## src/rtl/fp_add_sub_iter_if.sv

```systemverilog
// Handshake/data bundle for the iterative FP adder/subtractor.
// The producer/consumer side uses master; the adder uses slave.
interface fp_add_sub_iter_if #(
  parameter int EXP_W = 8,
  parameter int MAN_W = 23
);
  localparam int W = 1 + EXP_W + MAN_W;

  logic         in_valid;
  logic         in_ready;
  logic [W-1:0] a;
  logic [W-1:0] b;
  logic         sub;
  logic         out_valid;
  logic         out_ready;
  logic [W-1:0] result;
  logic         overflow;
  logic         invalid;

  modport master (
    output in_valid, a, b, sub, out_ready,
    input  in_ready, out_valid, result, overflow, invalid
  );

  modport slave (
    input  in_valid, a, b, sub, out_ready,
    output in_ready, out_valid, result, overflow, invalid
  );
endinterface

```

## src/rtl/fp_add_sub_iter.sv

```systemverilog
// Multi-cycle IEEE-754-style adder/subtractor with RNE rounding, Inf/NaN handling
// and one-bit-per-cycle left normalisation (data-dependent latency).
module fp_add_sub_iter #(
  parameter int EXP_W = 8,
  parameter int MAN_W = 23
) (
  input  logic              clk,
  input  logic              rst,
  fp_add_sub_iter_if.slave  bus
);
  localparam int W  = 1 + EXP_W + MAN_W;
  localparam int MW = MAN_W + 4;   // {hidden, frac, G, R, S}

  localparam logic [W-1:0]     QNAN     = {1'b0, {EXP_W{1'b1}}, 1'b1, {(MAN_W-1){1'b0}}};
  localparam logic [EXP_W:0]   EXP_ONE  = {{EXP_W{1'b0}}, 1'b1};
  localparam logic [EXP_W:0]   EXP_INF  = {1'b0, {EXP_W{1'b1}}};
  localparam logic [EXP_W-1:0] DIFF_MAX = EXP_W'(MAN_W + 3);

  typedef enum logic [2:0] {
    S_IDLE, S_UNPACK, S_ALIGN, S_ADD, S_NORM, S_ROUND, S_DONE
  } state_t;

  state_t state_r, next_s;

  logic [W-1:0]   a_r, b_r, result_r;
  logic           in_ready_r, out_valid_r, overflow_r, invalid_r;
  logic           sign_r, eff_sub_r;
  logic [EXP_W:0] exp_r;
  logic [MW:0]    man_r;          // extra top bit holds the add carry
  logic [MW-1:0]  mb_r;

  logic           transfer_s;
  logic           sa_s, sb_s;
  logic [EXP_W-1:0] ea_s, eb_s;
  logic [MAN_W-1:0] fa_s, fb_s;
  logic           a_zero_s, b_zero_s, a_inf_s, b_inf_s, a_nan_s, b_nan_s;
  logic           special_s, sp_inv_s;
  logic [W-1:0]   sp_res_s;

  logic           a_ge_s, sbig_s;
  logic [EXP_W-1:0] ebig_s, diff_s;
  logic [MW-1:0]  mbig_s, msml_full_s, msml_s;

  logic           inc_s, rovf_s;
  logic [MAN_W+1:0] rman_s;
  logic [MAN_W-1:0] rfrac_s;
  logic [EXP_W:0] rexp_s;
  logic [W-1:0]   rres_s;

  assign transfer_s = bus.in_valid & in_ready_r;

  assign sa_s = a_r[W-1];
  assign sb_s = b_r[W-1];
  assign ea_s = a_r[W-2:MAN_W];
  assign eb_s = b_r[W-2:MAN_W];
  assign fa_s = a_r[MAN_W-1:0];
  assign fb_s = b_r[MAN_W-1:0];

  // Operand classification and special-case result selection
  always_comb begin
    a_zero_s  = (ea_s == {EXP_W{1'b0}});
    b_zero_s  = (eb_s == {EXP_W{1'b0}});
    a_inf_s   = (ea_s == {EXP_W{1'b1}}) && (fa_s == {MAN_W{1'b0}});
    b_inf_s   = (eb_s == {EXP_W{1'b1}}) && (fb_s == {MAN_W{1'b0}});
    a_nan_s   = (ea_s == {EXP_W{1'b1}}) && (fa_s != {MAN_W{1'b0}});
    b_nan_s   = (eb_s == {EXP_W{1'b1}}) && (fb_s != {MAN_W{1'b0}});
    special_s = 1'b1;
    sp_inv_s  = 1'b0;
    sp_res_s  = {W{1'b0}};
    if (a_nan_s || b_nan_s || (a_inf_s && b_inf_s && (sa_s != sb_s))) begin
      sp_res_s = QNAN;
      sp_inv_s = 1'b1;
    end else if (a_inf_s) begin
      sp_res_s = a_r;
    end else if (b_inf_s) begin
      sp_res_s = b_r;
    end else if (a_zero_s && b_zero_s) begin
      sp_res_s = {sa_s & sb_s, {(W-1){1'b0}}};
    end else if (a_zero_s) begin
      sp_res_s = b_r;
    end else if (b_zero_s) begin
      sp_res_s = a_r;
    end else begin
      special_s = 1'b0;
    end
  end

  // Magnitude ordering and sticky-preserving alignment shift
  always_comb begin
    a_ge_s      = {ea_s, fa_s} >= {eb_s, fb_s};
    sbig_s      = a_ge_s ? sa_s : sb_s;
    ebig_s      = a_ge_s ? ea_s : eb_s;
    mbig_s      = a_ge_s ? {1'b1, fa_s, 3'b000} : {1'b1, fb_s, 3'b000};
    msml_full_s = a_ge_s ? {1'b1, fb_s, 3'b000} : {1'b1, fa_s, 3'b000};
    diff_s      = a_ge_s ? (ea_s - eb_s) : (eb_s - ea_s);
    if (diff_s > DIFF_MAX) begin
      msml_s = {{(MW-1){1'b0}}, 1'b1};
    end else begin
      msml_s    = msml_full_s >> diff_s;
      msml_s[0] = msml_s[0] | (|(msml_full_s & ~({MW{1'b1}} << diff_s)));
    end
  end

  // Round-to-nearest-even and exponent overflow to Inf
  always_comb begin
    inc_s  = man_r[2] & (man_r[1] | man_r[0] | man_r[3]);
    rman_s = {1'b0, man_r[MW-1:3]} + {{(MAN_W+1){1'b0}}, inc_s};
    if (rman_s[MAN_W+1]) begin
      rfrac_s = rman_s[MAN_W:1];
      rexp_s  = exp_r + EXP_ONE;
    end else begin
      rfrac_s = rman_s[MAN_W-1:0];
      rexp_s  = exp_r;
    end
    if (rexp_s >= EXP_INF) begin
      rres_s = {sign_r, {EXP_W{1'b1}}, {MAN_W{1'b0}}};
      rovf_s = 1'b1;
    end else begin
      rres_s = {sign_r, rexp_s[EXP_W-1:0], rfrac_s};
      rovf_s = 1'b0;
    end
  end

  // FSM state register
  always_ff @(posedge clk) begin
    if (rst) state_r <= S_IDLE;
    else     state_r <= next_s;
  end

  // FSM next-state logic
  always_comb begin
    next_s = state_r;
    case (state_r)
      S_IDLE:   if (transfer_s) next_s = S_UNPACK; else next_s = S_IDLE;
      S_UNPACK: if (special_s)  next_s = S_DONE;   else next_s = S_ALIGN;
      S_ALIGN:  next_s = S_ADD;
      S_ADD:    next_s = S_NORM;
      S_NORM: begin
        if (man_r[MW])                      next_s = S_ROUND;
        else if (man_r == {(MW+1){1'b0}})   next_s = S_DONE;
        else if (man_r[MW-1])               next_s = S_ROUND;
        else if (exp_r > EXP_ONE)           next_s = S_NORM;
        else                                next_s = S_DONE;
      end
      S_ROUND:  next_s = S_DONE;
      S_DONE:   if (out_valid_r && bus.out_ready) next_s = S_IDLE; else next_s = S_DONE;
      default:  next_s = S_IDLE;
    endcase
  end

  // Datapath, result and handshake registers
  always_ff @(posedge clk) begin
    if (rst) begin
      a_r <= {W{1'b0}}; b_r <= {W{1'b0}}; result_r <= {W{1'b0}};
      in_ready_r <= 1'b1; out_valid_r <= 1'b0; overflow_r <= 1'b0; invalid_r <= 1'b0;
      sign_r <= 1'b0; eff_sub_r <= 1'b0; exp_r <= {(EXP_W+1){1'b0}};
      man_r <= {(MW+1){1'b0}}; mb_r <= {MW{1'b0}};
    end else begin
      in_ready_r  <= (next_s == S_IDLE);
      out_valid_r <= (state_r == S_DONE) && !(out_valid_r && bus.out_ready);
      case (state_r)
        S_IDLE: begin
          if (transfer_s) begin
            a_r        <= bus.a;
            b_r        <= {bus.b[W-1] ^ bus.sub, bus.b[W-2:0]};
            overflow_r <= 1'b0;
            invalid_r  <= 1'b0;
          end
        end
        S_UNPACK: begin
          if (special_s) begin
            result_r  <= sp_res_s;
            invalid_r <= sp_inv_s;
          end
        end
        S_ALIGN: begin
          sign_r    <= sbig_s;
          exp_r     <= {1'b0, ebig_s};
          man_r     <= {1'b0, mbig_s};
          mb_r      <= msml_s;
          eff_sub_r <= (sa_s != sb_s);
        end
        S_ADD: begin
          if (eff_sub_r) man_r <= man_r - {1'b0, mb_r};
          else           man_r <= man_r + {1'b0, mb_r};
        end
        S_NORM: begin
          if (man_r[MW]) begin
            man_r <= {1'b0, man_r[MW:2], man_r[1] | man_r[0]};
            exp_r <= exp_r + EXP_ONE;
          end else if (man_r == {(MW+1){1'b0}}) begin
            result_r <= {W{1'b0}};
          end else if (man_r[MW-1]) begin
            man_r <= man_r;
          end else if (exp_r > EXP_ONE) begin
            man_r <= man_r << 1;
            exp_r <= exp_r - EXP_ONE;
          end else begin
            result_r <= {sign_r, {(W-1){1'b0}}};
          end
        end
        S_ROUND: begin
          result_r   <= rres_s;
          overflow_r <= rovf_s;
        end
        S_DONE:  result_r <= result_r;
        default: result_r <= result_r;
      endcase
    end
  end

  assign bus.in_ready  = in_ready_r;
  assign bus.out_valid = out_valid_r;
  assign bus.result    = result_r;
  assign bus.overflow  = overflow_r;
  assign bus.invalid   = invalid_r;
endmodule
```

## src/flat_wrapper.sv

```systemverilog
// flat-port wrapper written by rule: the top's interface ports become plain ports
module fp_add_sub_iter_flat 
#(
  parameter int EXP_W = 8,
  parameter int MAN_W = 23
)
  (clk, rst, bus_in_valid, bus_a, bus_b, bus_sub, bus_out_ready, bus_in_ready, bus_out_valid, bus_result, bus_overflow, bus_invalid);
  fp_add_sub_iter_if #(.EXP_W(EXP_W), .MAN_W(MAN_W)) bus_i ();
  input  logic clk;
  input  logic rst;
  input wire logic [$bits(bus_i.in_valid)-1:0] bus_in_valid;
  input wire logic [$bits(bus_i.a)-1:0] bus_a;
  input wire logic [$bits(bus_i.b)-1:0] bus_b;
  input wire logic [$bits(bus_i.sub)-1:0] bus_sub;
  input wire logic [$bits(bus_i.out_ready)-1:0] bus_out_ready;
  output wire logic [$bits(bus_i.in_ready)-1:0] bus_in_ready;
  output wire logic [$bits(bus_i.out_valid)-1:0] bus_out_valid;
  output wire logic [$bits(bus_i.result)-1:0] bus_result;
  output wire logic [$bits(bus_i.overflow)-1:0] bus_overflow;
  output wire logic [$bits(bus_i.invalid)-1:0] bus_invalid;
  assign bus_i.in_valid = bus_in_valid;
  assign bus_i.a = bus_a;
  assign bus_i.b = bus_b;
  assign bus_i.sub = bus_sub;
  assign bus_i.out_ready = bus_out_ready;
  assign bus_in_ready = bus_i.in_ready;
  assign bus_out_valid = bus_i.out_valid;
  assign bus_result = bus_i.result;
  assign bus_overflow = bus_i.overflow;
  assign bus_invalid = bus_i.invalid;
  fp_add_sub_iter #(.EXP_W(EXP_W), .MAN_W(MAN_W)) u_core (.clk(clk), .rst(rst), .bus(bus_i));
endmodule
```

## config.mk

```make
export PLATFORM = sky130hd
export DESIGN_NAME = fp_add_sub_iter_flat
export DESIGN_NICKNAME = d
export VERILOG_FILES = /design/src/rtl/fp_add_sub_iter_if.sv /design/src/rtl/fp_add_sub_iter.sv /design/src/flat_wrapper.sv
export SDC_FILE = /design/constraint.sdc
export NUM_CORES = 1
export LEC_CHECK = 0
export CORE_MARGIN = 2
export CORE_UTILIZATION = 35
export DETAILED_ROUTE_END_ITERATION = 10
export PLACE_DENSITY = 0.59
export SYNTH_ARGS = -nofsm -noshare
export SYNTH_HDL_FRONTEND = slang
export SYNTH_SLANG_ARGS = --single-unit
```

## constraint.sdc

```tcl
create_clock -name clk -period 4.5 [get_ports clk]
set_input_delay 0.675 -clock clk [delete_from_list [all_inputs] [get_ports clk]]
set_output_delay 0.675 -clock clk [all_outputs]
set_load 0.01 [all_outputs]
```

# Word level (Yosys, flattened, before mapping)
# Cells that the tools add are included.
[word_totals] out_inout_bits=36 register_bits=169 wordCells=140
[op_classes] order_cmp=4 n_mux=52 addsub=7 eq_ne=17 n_reduce_logical=34 n_bitwise=9 shift=2
[ops] operator="32-bit two-way mux" count=11
[ops] operator="28-bit two-way mux" count=4
[ops] operator="32-bit one-hot mux with 3 select lines" count=1
[ops] operator="28-bit one-hot mux with 3 select lines" count=1
[ops] operator="27-bit two-way mux" count=2
[ops] operator="26-bit two-way mux" count=2
[ops] operator="23-bit zero test" count=2
[ops] operator="23-bit nonzero test" count=2
[ops] operator="9-bit two-way mux" count=5
[ops] operator="31-bit >= comparator" count=1
[ops] operator="31-bit two-way mux" count=1
[ops] operator="28-bit by 27-bit adder with 28-bit output" count=1
[ops] operator="28-bit zero test" count=1
[ops] operator="28-bit by 27-bit subtractor with 28-bit output" count=1
[ops] operator="27-bit bitwise AND" count=1
[ops] operator="27-bit NOT" count=1
[ops] operator="27-bit OR reduction" count=1
[ops] operator="27-bit by 8-bit left shift with 27-bit output (first input constant)" count=1
[ops] operator="27-bit by 8-bit >> shifter with 27-bit output" count=1
[ops] operator="24-bit by 1-bit adder with 25-bit output" count=1
[ops] operator="23-bit two-way mux" count=1
[ops] operator="3-bit one-hot mux with 7 select lines" count=1
[ops] operator="9-bit one-hot mux with 2 select lines" count=1
[ops] operator="8-bit equality test (second input constant)" count=2
[ops] operator="other kinds (34)" count=79

# Longest topological paths before layout
# Gate-level depths: netlist of run 1.
[logic_depth] depth_word=10 mapped_depth=19 depth_no_buf=19

# Worst setup path before layout of run 1
# Ideal clock, no wire load.
[synth_path] path_kind="register to register" start="register u_core.b_r[23]" end="register u_core.mb_r[0]" period_less_slack_ns=3.763 t_required_ns=4.375 arrival_time_ns=3.637 stages_incl_launch_ff=15 path_buffers=0 setup_ns=0.125 setup_slack_ns=0.737 cell_sequence="dfxtp_1 -> ha_1 -> inv_1 -> fa_1 -> a21o_1 -> a21o_1 -> and2_1 -> or2_2 -> a221oi_2 -> nor3_1 -> or4b_4 -> o41a_1 -> a2111oi_0 -> and4bb_1 -> a31oi_1"
[synth_between] elab_chain_len=8
[synth_rtl] element="from (decl)" line="fp_add_sub_iter.sv:25" rtl="logic [W-1:0] a_r, b_r, result_r;"
[synth_rtl] element="from (signal assigned)" line="fp_add_sub_iter.sv:154" rtl="a_r <= {W{1'b0}}; b_r <= {W{1'b0}}; result_r <= {W{1'b0}};"
[synth_rtl] element="from (signal assigned)" line="fp_add_sub_iter.sv:165" rtl="b_r <= {bus.b[W-1] ^ bus.sub, bus.b[W-2:0]};"
[synth_rtl] element="31-bit >= comparator / 8-bit subtractor (equally long branches)" line="fp_add_sub_iter.sv:90, fp_add_sub_iter.sv:95"
[synth_rtl] element="8-bit two-way mux" line="fp_add_sub_iter.sv:95" rtl="diff_s = a_ge_s ? (ea_s - eb_s) : (eb_s - ea_s);"
[synth_rtl] element="27-bit by 8-bit left shift with 27-bit output" line="fp_add_sub_iter.sv:100" rtl="msml_s[0] = msml_s[0] | (|(msml_full_s & ~({MW{1'b1}} << diff_s)));"
[synth_rtl] element="27-bit NOT" line="fp_add_sub_iter.sv:100"
[synth_rtl] element="27-bit bitwise AND" line="fp_add_sub_iter.sv:100"
[synth_rtl] element="27-bit OR reduction" line="fp_add_sub_iter.sv:100"
[synth_rtl] element="1-bit bitwise OR" line="fp_add_sub_iter.sv:100"
[synth_rtl] element="27-bit two-way mux (*)" line="fp_add_sub_iter.sv:96" rtl="if (diff_s > DIFF_MAX) begin"
[synth_rtl] element="to (signal assigned)" line="fp_add_sub_iter.sv:157" rtl="man_r <= {(MW+1){1'b0}}; mb_r <= {MW{1'b0}};"
[synth_rtl] element="to (signal assigned)" line="fp_add_sub_iter.sv:180" rtl="mb_r <= msml_s;"
[synth_rtl] element="to (decl)" line="fp_add_sub_iter.sv:30" rtl="logic [MW-1:0] mb_r;"
# Every way passes the cells marked *; elsewhere a longest branch is shown, timed or not.
# A chain may end at the register's enable or synchronous reset.

# Worst setup path in the final report of run 1
[layout_path] start="register u_core.b_r[29]" end="register u_core.mb_r[4]"
[layout_between] elab_chain_len=4
[layout_rtl] element="31-bit >= comparator / 8-bit subtractor (equally long branches)" line="fp_add_sub_iter.sv:90, fp_add_sub_iter.sv:95"
[layout_rtl] element="26-bit two-way mux / 8-bit two-way mux (equally long branches)" line="fp_add_sub_iter.sv:94, fp_add_sub_iter.sv:95"
[layout_rtl] element="27-bit by 8-bit >> shifter with 27-bit output / 8-bit by 5-bit > comparator with 1-bit output (equally long branches)" line="fp_add_sub_iter.sv:99, fp_add_sub_iter.sv:96"
[layout_rtl] element="27-bit two-way mux (*)" line="fp_add_sub_iter.sv:96"
# Marks and branches as above.

==> results by group, run 1 <==
Synthesis
  – Simple-Gate Fraction of Synth Area: 24.5%
  – Netlist cell types: 83
  – Xor/xnor share of the synthesized area: 4.36%
  – Post-synthesis mux area share: 5.78%
  – Async SR Flop Fraction: 0%
  – Syn avg cell area: 7.21 µm²
  – Post-synthesis sequential area ratio: 24.1%
  – Synth Area in Compound Gates: 28.8%
  – #FFs+latches synth: 169
  – Mapped Cells: 1,952
  – Top FF cell, synth: dfxtp_1
  – Post-synth net total: 2,096
  – Synth Area in Adders: 6.83%
  – Largest cells by area after synthesis: dfxtp_1, nand2_1, a21oi_1, ha_1, o21ai_0
  – Syn Std Cell Area: 14,100 µm²
  – Yosys warns: 0
  – Post-synth top area cell: dfxtp_1
  – Yosys top cell area share: 24.1%
  – Largest family of logic cells by synthesized area: compound AO/OA/AOI/OAI gates
  – EDFF count, synth: 0

Die
  – Chip Height: 204 µm
  – Core Footprint: 39,700 µm²
  – Initial core utilization: 35.4%
  – Chip width: 204 µm
  – Rows: 73
  – I/O pin cnt: 105
  – Die area: 41,800 µm²

Route
  – DRT antenna net count: 0
  – DR iter-0 viols: 1,822
  – First-pass iteration count of the detailed router: 7
  – Via count: 15,949
  – DRC viols: 0
  – Overall routed net length: 62,600 µm
  – Routed WL per cell: 24.0 µm
  – Via density: 6.11

Clock tree
  – Post-CTS Setup Bufs: 0
  – Longest Clk Path Bufs: 2
  – TritonCTS Sinks: 169
  – Clock Pin Slew Worst Setup and Hold Paths: 70 ps
  – Worst-Skew Late Latency: 460 ps
  – CTS tree: yes
  – Root buffer cell: clkbuf_16
  – Total CTS buffers: 17
  – H-tree levels: 4

Global routing
  – All-Layer GR Usage: 29.8%
  – Initial antenna violation count: 0
  – Remaining Overflow, GRT: 0
  – Vias in the first global route: 15,053
  – Largest net degree at the start of global routing: 86
  – First-pass GRT wire length: 94,100 µm

STA
  – Final setup fails: 0
  – Unrepaired setup endpoints after global routing: true
  – Final worst-path cycle share: 96.8%
  – Slew Limit Fails: 0
  – Slew Limit Headroom: 21.5%
  – Final Hold Slack: 469 ps
  – Fin. Hold Viols: 0
  – Worst Slack Setup Final: 142 ps
  – Min Tclk post-route: 4360 ps
  – Worst Tran Pin Value: 1170 ps
  – Final Skew: 12.2 ps
  – Fmax: 229 MHz
  – Setup_tns: 0 ps

Placement
  – Post-place setup slack: -244 ps
  – HPWL Detailed: 48,600 µm
  – Port Buffers: 104
  – Placer Congestion: 1.04

Cells and area
  – Nets: 2,215
  – Inserted Diodes: 0
  – Layout cell share with drive strength beyond 1: 12.2%
  – Syn-to-layout area delta: 20.8%
  – Post-layout util: 42.8%

Critical path
  – Crit Path Max Fanout: 27
  – Crit path DAT: 4720 ps
  – WS Path Type: flip-flop to flip-flop
  – Crit path from: u_core.b_r[29]$_SDFFE_PP0P_
  – Startpoint type of the worst setup path: flip-flop
  – R2R Setup Slk: 140 ps
  – Worst r2r src: u_core.b_r[29]$_SDFFE_PP0P_
  – CP required: 4870 ps
  – CP Capture Type: flip-flop

Run
  – Maxcap violations: 0

Status
  – Outcome: completed

Worst hold path
  – Min-Delay Path Class: flip-flop to flip-flop
  – Worst hold start: u_core.bus.overflow$_SDFFE_PP0P_
## what timing repair did
item,4_1_cts,5_1_grt
pin swaps,0,2
endpoints found under the setup margin,2,13
resized for setup,3,19
hold endpoints to repair,0,0
hold buffers,0,0
## through the flow
step           area [µm²]  std cells
3_3_place_gp        16300       2577
6_report            17000       2609
5_1_grt             17000       2609
2_1_floorplan       14100       1952
3_5_place_dp        16300       2577
4_1_cts             16900       2609
## worst paths after layout
path / to / cells after the start
setup / recovery: u_core.mb_r[4]$_SDFFE_PP0P_ / 15
hold / removal: u_core.bus.overflow$_SDFFE_PP0P_ / 2
setup reg to reg: u_core.mb_r[4]$_SDFFE_PP0P_ / 15
hold reg to reg: u_core.bus.overflow$_SDFFE_PP0P_ / 2
## critical path, stage by stage, from the launching register on
cell and delay (ps):
dfxtp_2 410, inv_1 70, ha_2 410, nand4_1 200, nor2_2 200, o2111ai_1 170, a221o_1 400, buf_4 220
nand2_2 200, buf_12 230, mux4_2 610, and3_1 290, a211oi_2 320, a32o_1 220, a21oi_1 90, a211oi_1 220
## cell usage in the layout (no fill, tap or decap), drive strengths merged, types with 22 or more instances in the layout
cell / instances
buf: 140
a21oi: 202
ha: 72
mux2i: 25
nor4: 37
a31oi: 33
a22oi: 26
a221oi: 22
xor2: 28
o22ai: 26
nor2: 177
mux4: 23
nand4: 25
clkdlybuf4s50: 103
dfxtp: 169
inv: 71
nor3: 53
o21ai: 154
nand2: 304
xnor2: 42
nand3: 37
## flip-flops by register name, summed over array words and instances, names as in the netlist, 3 cells and up
register and cells:
u_core.state_r 3, u_core.exp_r 9, u_core.b_r 32, u_core.a_r 32
u_core.bus.result 32, u_core.man_r 28, u_core.mb_r 27
## Yosys cell counts, types with 12 or more instances
library cell and count:
nand2_1 304, a21oi_1 200, nor2_1 177, dfxtp_1 169, o21ai_0 151, clkbuf_1 118, ha_1 72, inv_1 62
nor3_1 52, xnor2_1 42, nand3_1 37, nor4_1 35, a31oi_1 33, xor2_1 28, a22oi_1 26, o22ai_1 26
mux2i_1 25, nand4_1 25, mux4_2 23, a221oi_1 20, a222oi_1 20, a21o_1 19, and3_1 19, a211oi_1 17
o211ai_1 15, o21a_1 15, and2_1 14, buf_2 14, nor2b_1 14, nand2b_1 12, or2_2 12
## layer usage
layer	vias to the layer above	GRT usage [%]	routed length, µm
met2	817	47.4	28500
met3	137	3.97	4930
met1	7582	40.2	26400
li1	7413	-	-
met4	0	13.4	2760
met5	-	0	0
## area by class of cell
class | count | area, µm²
Clock buffer | 17 | 425
Inverter | 63 | 236
Timing Repair Buffer | 243 | 2130
Tap cell | 525 | 657
Multi-Input combinational cell | 1577 | 9960
Sequential cell | 169 | 3390
Clock inverter | 15 | 183
Fill cell | 4144 | 22700
## logic make-up after synthesis
group / after synthesis
DFF: 169
and+or+nand+nor: 744
buffers and inverters: 206
muxes: 52
AOI/OAI and AO/OA: 636
xor gates and xnor gates: 70
adders and majority gates: 75
Power of run 1 is not shown: default switching activity piles up to over one toggle a cycle in this logic, so the estimate is an artifact.
==> run 2: changes to the inputs <==
--- a/config.mk
+++ b/config.mk
@@ -9,6 +9,7 @@
 export CORE_UTILIZATION = 35
 export DETAILED_ROUTE_END_ITERATION = 10
 export PLACE_DENSITY = 0.59
+export SLEW_MARGIN = 20
 export SYNTH_ARGS = -nofsm -noshare
 export SYNTH_HDL_FRONTEND = slang
 export SYNTH_SLANG_ARGS = --single-unit
==> run 2 against run 1 <==
Compared with the run above:
- critical endpoint unchanged
- sequential share of layout area unchanged
- via count is 0.19% higher
- non-clock buffer count unchanged
- clock-buffer cell count unchanged
- clock skew is 1.7 ps higher
- die area stayed put
- fmax up 0.15%
- highest routed layer unchanged
==> results by group, run 2 (same netlist as run 1, synthesis figures left out) <==
STA
  – Final worst-path cycle share: 96.7%
  – Slew Limit Fails: 0
  – Final Skew: 13.8 ps
  – Slew Limit Headroom: 31.1%
  – Setup_tns: 0 ps
  – Final setup fails: 0
  – Min Tclk post-route: 4350 ps
  – Unrepaired setup endpoints after global routing: true
  – Fin. Hold Viols: 0
  – Worst Slack Setup Final: 148 ps
  – Fmax: 230 MHz
  – Worst Tran Pin Value: 1030 ps

Cells and area
  – Syn-to-layout area delta: 20.8%
  – Nets: 2,215
  – Inserted Diodes: 0
  – # fillers: 4,144
  – Layout cell share with drive strength beyond 1: 12.2%
  – Register area: 3390 µm²
  – Leading cell type in the layout, fill and taps excluded: nand2_1
  – Multi-input logic area: 9960 µm²
  – Most frequent cells in the layout: nand2_1, a21oi_1, nor2_1

Route
  – Overall routed net length: 62,700 µm
  – DRT met1 WL: 26,700 µm
  – Via count: 15,980
  – DRC viols: 0
  – Routed WL per cell: 24.0 µm
  – Via density: 6.12
  – Wire length on met2: 28,600 µm
  – DR iter-0 viols: 1,813
  – Uppermost routed layer: met4
  – DRT antenna net count: 0
  – First-pass iteration count of the detailed router: 8
  – Met3 wire len: 4780 µm

Die
  – Chip Height: 204 µm
  – Rows: 73
  – Die area: 41,800 µm²
  – Core Footprint: 39,700 µm²
  – I/O pin cnt: 105
  – Initial core utilization: 35.4%
  – Chip width: 204 µm

Global routing
  – All-Layer GR Usage: 29.8%
  – Remaining Overflow, GRT: 0
  – Initial antenna violation count: 0
  – First-pass GRT wire length: 94,100 µm
  – Largest net degree at the start of global routing: 86
  – Vias in the first global route: 15,053

Placement
  – Placer Congestion: 1.04
  – Port Buffers: 104
  – HPWL Detailed: 48,600 µm
  – Post-place setup slack: -244 ps

Clock tree
  – Clock Pin Slew Worst Setup and Hold Paths: 80 ps
  – Longest Clk Path Bufs: 2
  – CTS Hold Bufs: 0
  – Root buffer cell: clkbuf_16
  – TritonCTS Sinks: 169
  – H-tree levels: 4
  – Worst-Skew Late Latency: 460 ps
  – Post-CTS Setup Bufs: 0
  – CTS tree: yes
  – Total CTS buffers: 17

Critical path
  – Slowest CP cell: mux4_2
  – WS Path Type: flip-flop to flip-flop
  – CP required: 4860 ps
  – Crit path largest cell delay: 610 ps
  – Startpoint type of the worst setup path: flip-flop
  – CP Capture Type: flip-flop
  – Crit path buf inv count: 3
  – CP delay by family, top: compound AO/OA/AOI/OAI gates
  – R2R Setup Slk: 150 ps
  – Crit Path Max Fanout: 27
  – Crit path DAT: 4720 ps
  – Critical path cell sequence: inv_1 > ha_1 > nand3_1 > nor2_1 > o2111ai_1 > a221o_1 > buf_4 > nand2_2 > buf_12 > mux4_2 > and3_1 > a211oi_2 > a32o_1 > a21oi_1 > a211oi_1

Status
  – Outcome: completed

Run
  – Maxcap violations: 0

Worst hold path
  – Min-Delay Path Class: flip-flop to flip-flop
-- run 2: cell count changes in the layout (fill, tap and decap cells not counted) --
cell     before  now
o21ai_0     151  150
o21ai_1       2    3
-- run 2: timing repair --
item	CTS	global route
hold endpoints to repair	0	0
gates resized for setup	3	19
setup endpoints to repair	2	13
pin swaps	0	2
-- run 2: per-stage QoR --
stage	cells	area (µm²)	util, %	hold WS (ps)
floorplan	1952	14100	-	468
global placement	2577	16300	41.1	457
detailed placement	2577	16300	41.1	464
CTS	2609	16900	42.6	472
global route	2609	17000	42.8	520
finish	2609	17000	42.8	468
-- run 2: worst register-to-register path, cell delays in order (launching register included) --
cell       delay, ps
dfxtp_2          400
inv_1             90
ha_1             450
nand3_1          150
nor2_1           190
o2111ai_1        170
a221o_1          400
buf_4            220
nand2_2          190
buf_12           240
mux4_2           610
and3_1           290
a211oi_2         320
a32o_1           220
a21oi_1           90
a211oi_1         220
-- run 2: metal layers --
layer | GRT usage (%) | vias to the layer above
met3 | 3.97 | 134
met4 | 13.4 | 0
met5 | 0 | -
li1 | - | 7412
met2 | 47.4 | 811
met1 | 40.2 | 7623
-- run 2: layout make-up --
class	count	share of cell area, %
clock buffer	17	2.50
clock inverter	15	1.08
inverter	63	1.39
multi-input combinational	1577	58.6
sequential	169	20.0
tap	525	3.87
timing repair buffer	243	12.5
-- run 2: final timing paths --
check,start,end,cells after the start
setup / recovery,u_core.b_r[23]$_SDFFE_PP0P_,u_core.mb_r[4]$_SDFFE_PP0P_,15
hold reg to reg,u_core.bus.overflow$_SDFFE_PP0P_,u_core.bus.overflow$_SDFFE_PP0P_,2
hold / removal,u_core.bus.overflow$_SDFFE_PP0P_,u_core.bus.overflow$_SDFFE_PP0P_,2
setup reg to reg,u_core.b_r[23]$_SDFFE_PP0P_,u_core.mb_r[4]$_SDFFE_PP0P_,15
Power of run 2 is left out for the same reason.
==> variant: new RTL, settings of run 1 <==
`EXP_W` is set to 8 in 3 places; all go to 9.
--- a/src/rtl/fp_add_sub_iter_if.sv
+++ b/src/rtl/fp_add_sub_iter_if.sv
@@ -1,7 +1,7 @@
 // Handshake/data bundle for the iterative FP adder/subtractor.
 // The producer/consumer side uses master; the adder uses slave.
 interface fp_add_sub_iter_if #(
-  parameter int EXP_W = 8,
+  parameter int EXP_W = 9,
   parameter int MAN_W = 23
 );
   localparam int W = 1 + EXP_W + MAN_W;
--- a/src/rtl/fp_add_sub_iter.sv
+++ b/src/rtl/fp_add_sub_iter.sv
@@ -1,7 +1,7 @@
 // Multi-cycle IEEE-754-style adder/subtractor with RNE rounding, Inf/NaN handling
 // and one-bit-per-cycle left normalisation (data-dependent latency).
 module fp_add_sub_iter #(
-  parameter int EXP_W = 8,
+  parameter int EXP_W = 9,
   parameter int MAN_W = 23
 ) (
   input  logic              clk,
--- a/src/flat_wrapper.sv
+++ b/src/flat_wrapper.sv
@@ -1,7 +1,7 @@
 // flat-port wrapper written by rule: the top's interface ports become plain ports
 module fp_add_sub_iter_flat 
 #(
-  parameter int EXP_W = 8,
+  parameter int EXP_W = 9,
   parameter int MAN_W = 23
 )
   (clk, rst, bus_in_valid, bus_a, bus_b, bus_sub, bus_out_ready, bus_in_ready, bus_out_valid, bus_result, bus_overflow, bus_invalid);
Interface: changed (resized bus_a, bus_b and bus_result); port bits go from 105 to 108. No check against the original RTL was run, so the function may have changed too.
==> variant against run 1 <==
- synthesized area grew 5.6%
- cell count grew 1.6%
- global-route usage shrank 2.2 points
- final area grew 2.0%
- wire length shrank 1.9%
- first-iteration DRC count shrank 0.60%
- setup slack gained 79 ps
- maximum frequency grew 1.8%
- sequential cell count grew 4
- count of clock-buffer cells in the layout grew 1
- critical path depth grew 4
Power is not shown: default switching activity piles up to over one toggle a cycle in this logic, so the estimate is an artifact.
==> variant: results (changes against run 1) <==
Global routing
  • First-pass GRT wire length: 93.7 mm (-0.38%)
  • Total track usage: 27.7% (-2.2 points)
  • Largest net degree at the start of global routing: 80 (-7.0%)

Yosys
  • Area share of fa/ha/maj cells after synthesis: 6.64% (-0.19 points)
  • Mean Syn Cell Area: 7.33 um^2 (+1.8%)
  • Synth top cells by count: nand2_1, a21oi_1, nor2_1
  • Synth unique cells: 95 (+14%)
  • Compound-gate portion of the synthesized area: 29.5% (+0.76 points)
  • Syn nets: 2173 (+3.7%)
  • Sequential-to-total area share from yosys stat: 23.3% (-0.74 points)

Placed design
  • Dpl cell area: 0.0167 mm^2 (+2.6%)
  • Inst Count DP: 2621 (+1.7%)
  • Dpl hpwl: 47.3 mm (-2.7%)
  • PortBufs: 107 (+2.9%)
  • GPL Wtd Cong: 0.984 (-5.6%)

Run status
  • Status: finished, final reports clean

Worst setup path
  • Crit path max-delay family: simple AND/OR/NAND/NOR gates
  • Worst Path Arrival: 4670 ps (-50 ps)
  • Critical R2R Capture: u_core.man_r[27]
  • Reg2Reg Launch Point: u_core.mb_r[2]
  • Slowest Stage Delay on Critical Path: 360 ps (-250 ps)
  • Slowest cell on crit path: dfxtp_1

Hold path
  • Hold_sp: u_core.mb_r[12]

Cells and area
  • Layout cells sized above 1: 11.0% (-1.2 points)

Routing
  • Via count: 16200 (+1.8%)
  • Routed WL per cell: 23.2 um (-3.5%)

STA
  • Max-Slew Margin vs Limit: 21.2% (-0.30 points)
  • Final setup margin: 221 ps (+79.1 ps)
[variant: cell count changes after synthesis, moves of 13 or more]
cell	run 1	this run
nor2_1	177	197
o22ai_1	26	13
a31oi_1	33	20
nand2_1	304	267
clkbuf_1	118	105
o211ai_1	15	38
a22oi_1	26	48
a21oi_1	200	217
[variant: final cells by class]
| class | instances | area [um^2] |
|---|---|---|
| Clock buffer | 18 | 439 |
| Clock inverter | 13 | 104 |
| Fill cell | 4314 | 24600 |
| Inverter | 74 | 278 |
| Multi-Input combinational cell | 1620 | 10500 |
| Sequential cell | 173 | 3460 |
| Tap cell | 539 | 674 |
| Timing Repair Buffer | 215 | 1890 |
[variant: metal layers]
metal	vias up	GRT usage, %	share of wire, %
met3	102	4.04	7.7
met4	0	12.1	4.4
met5	-	0	0
li1	7545	-	-
met2	823	43.5	45
met1	7764	37.7	43
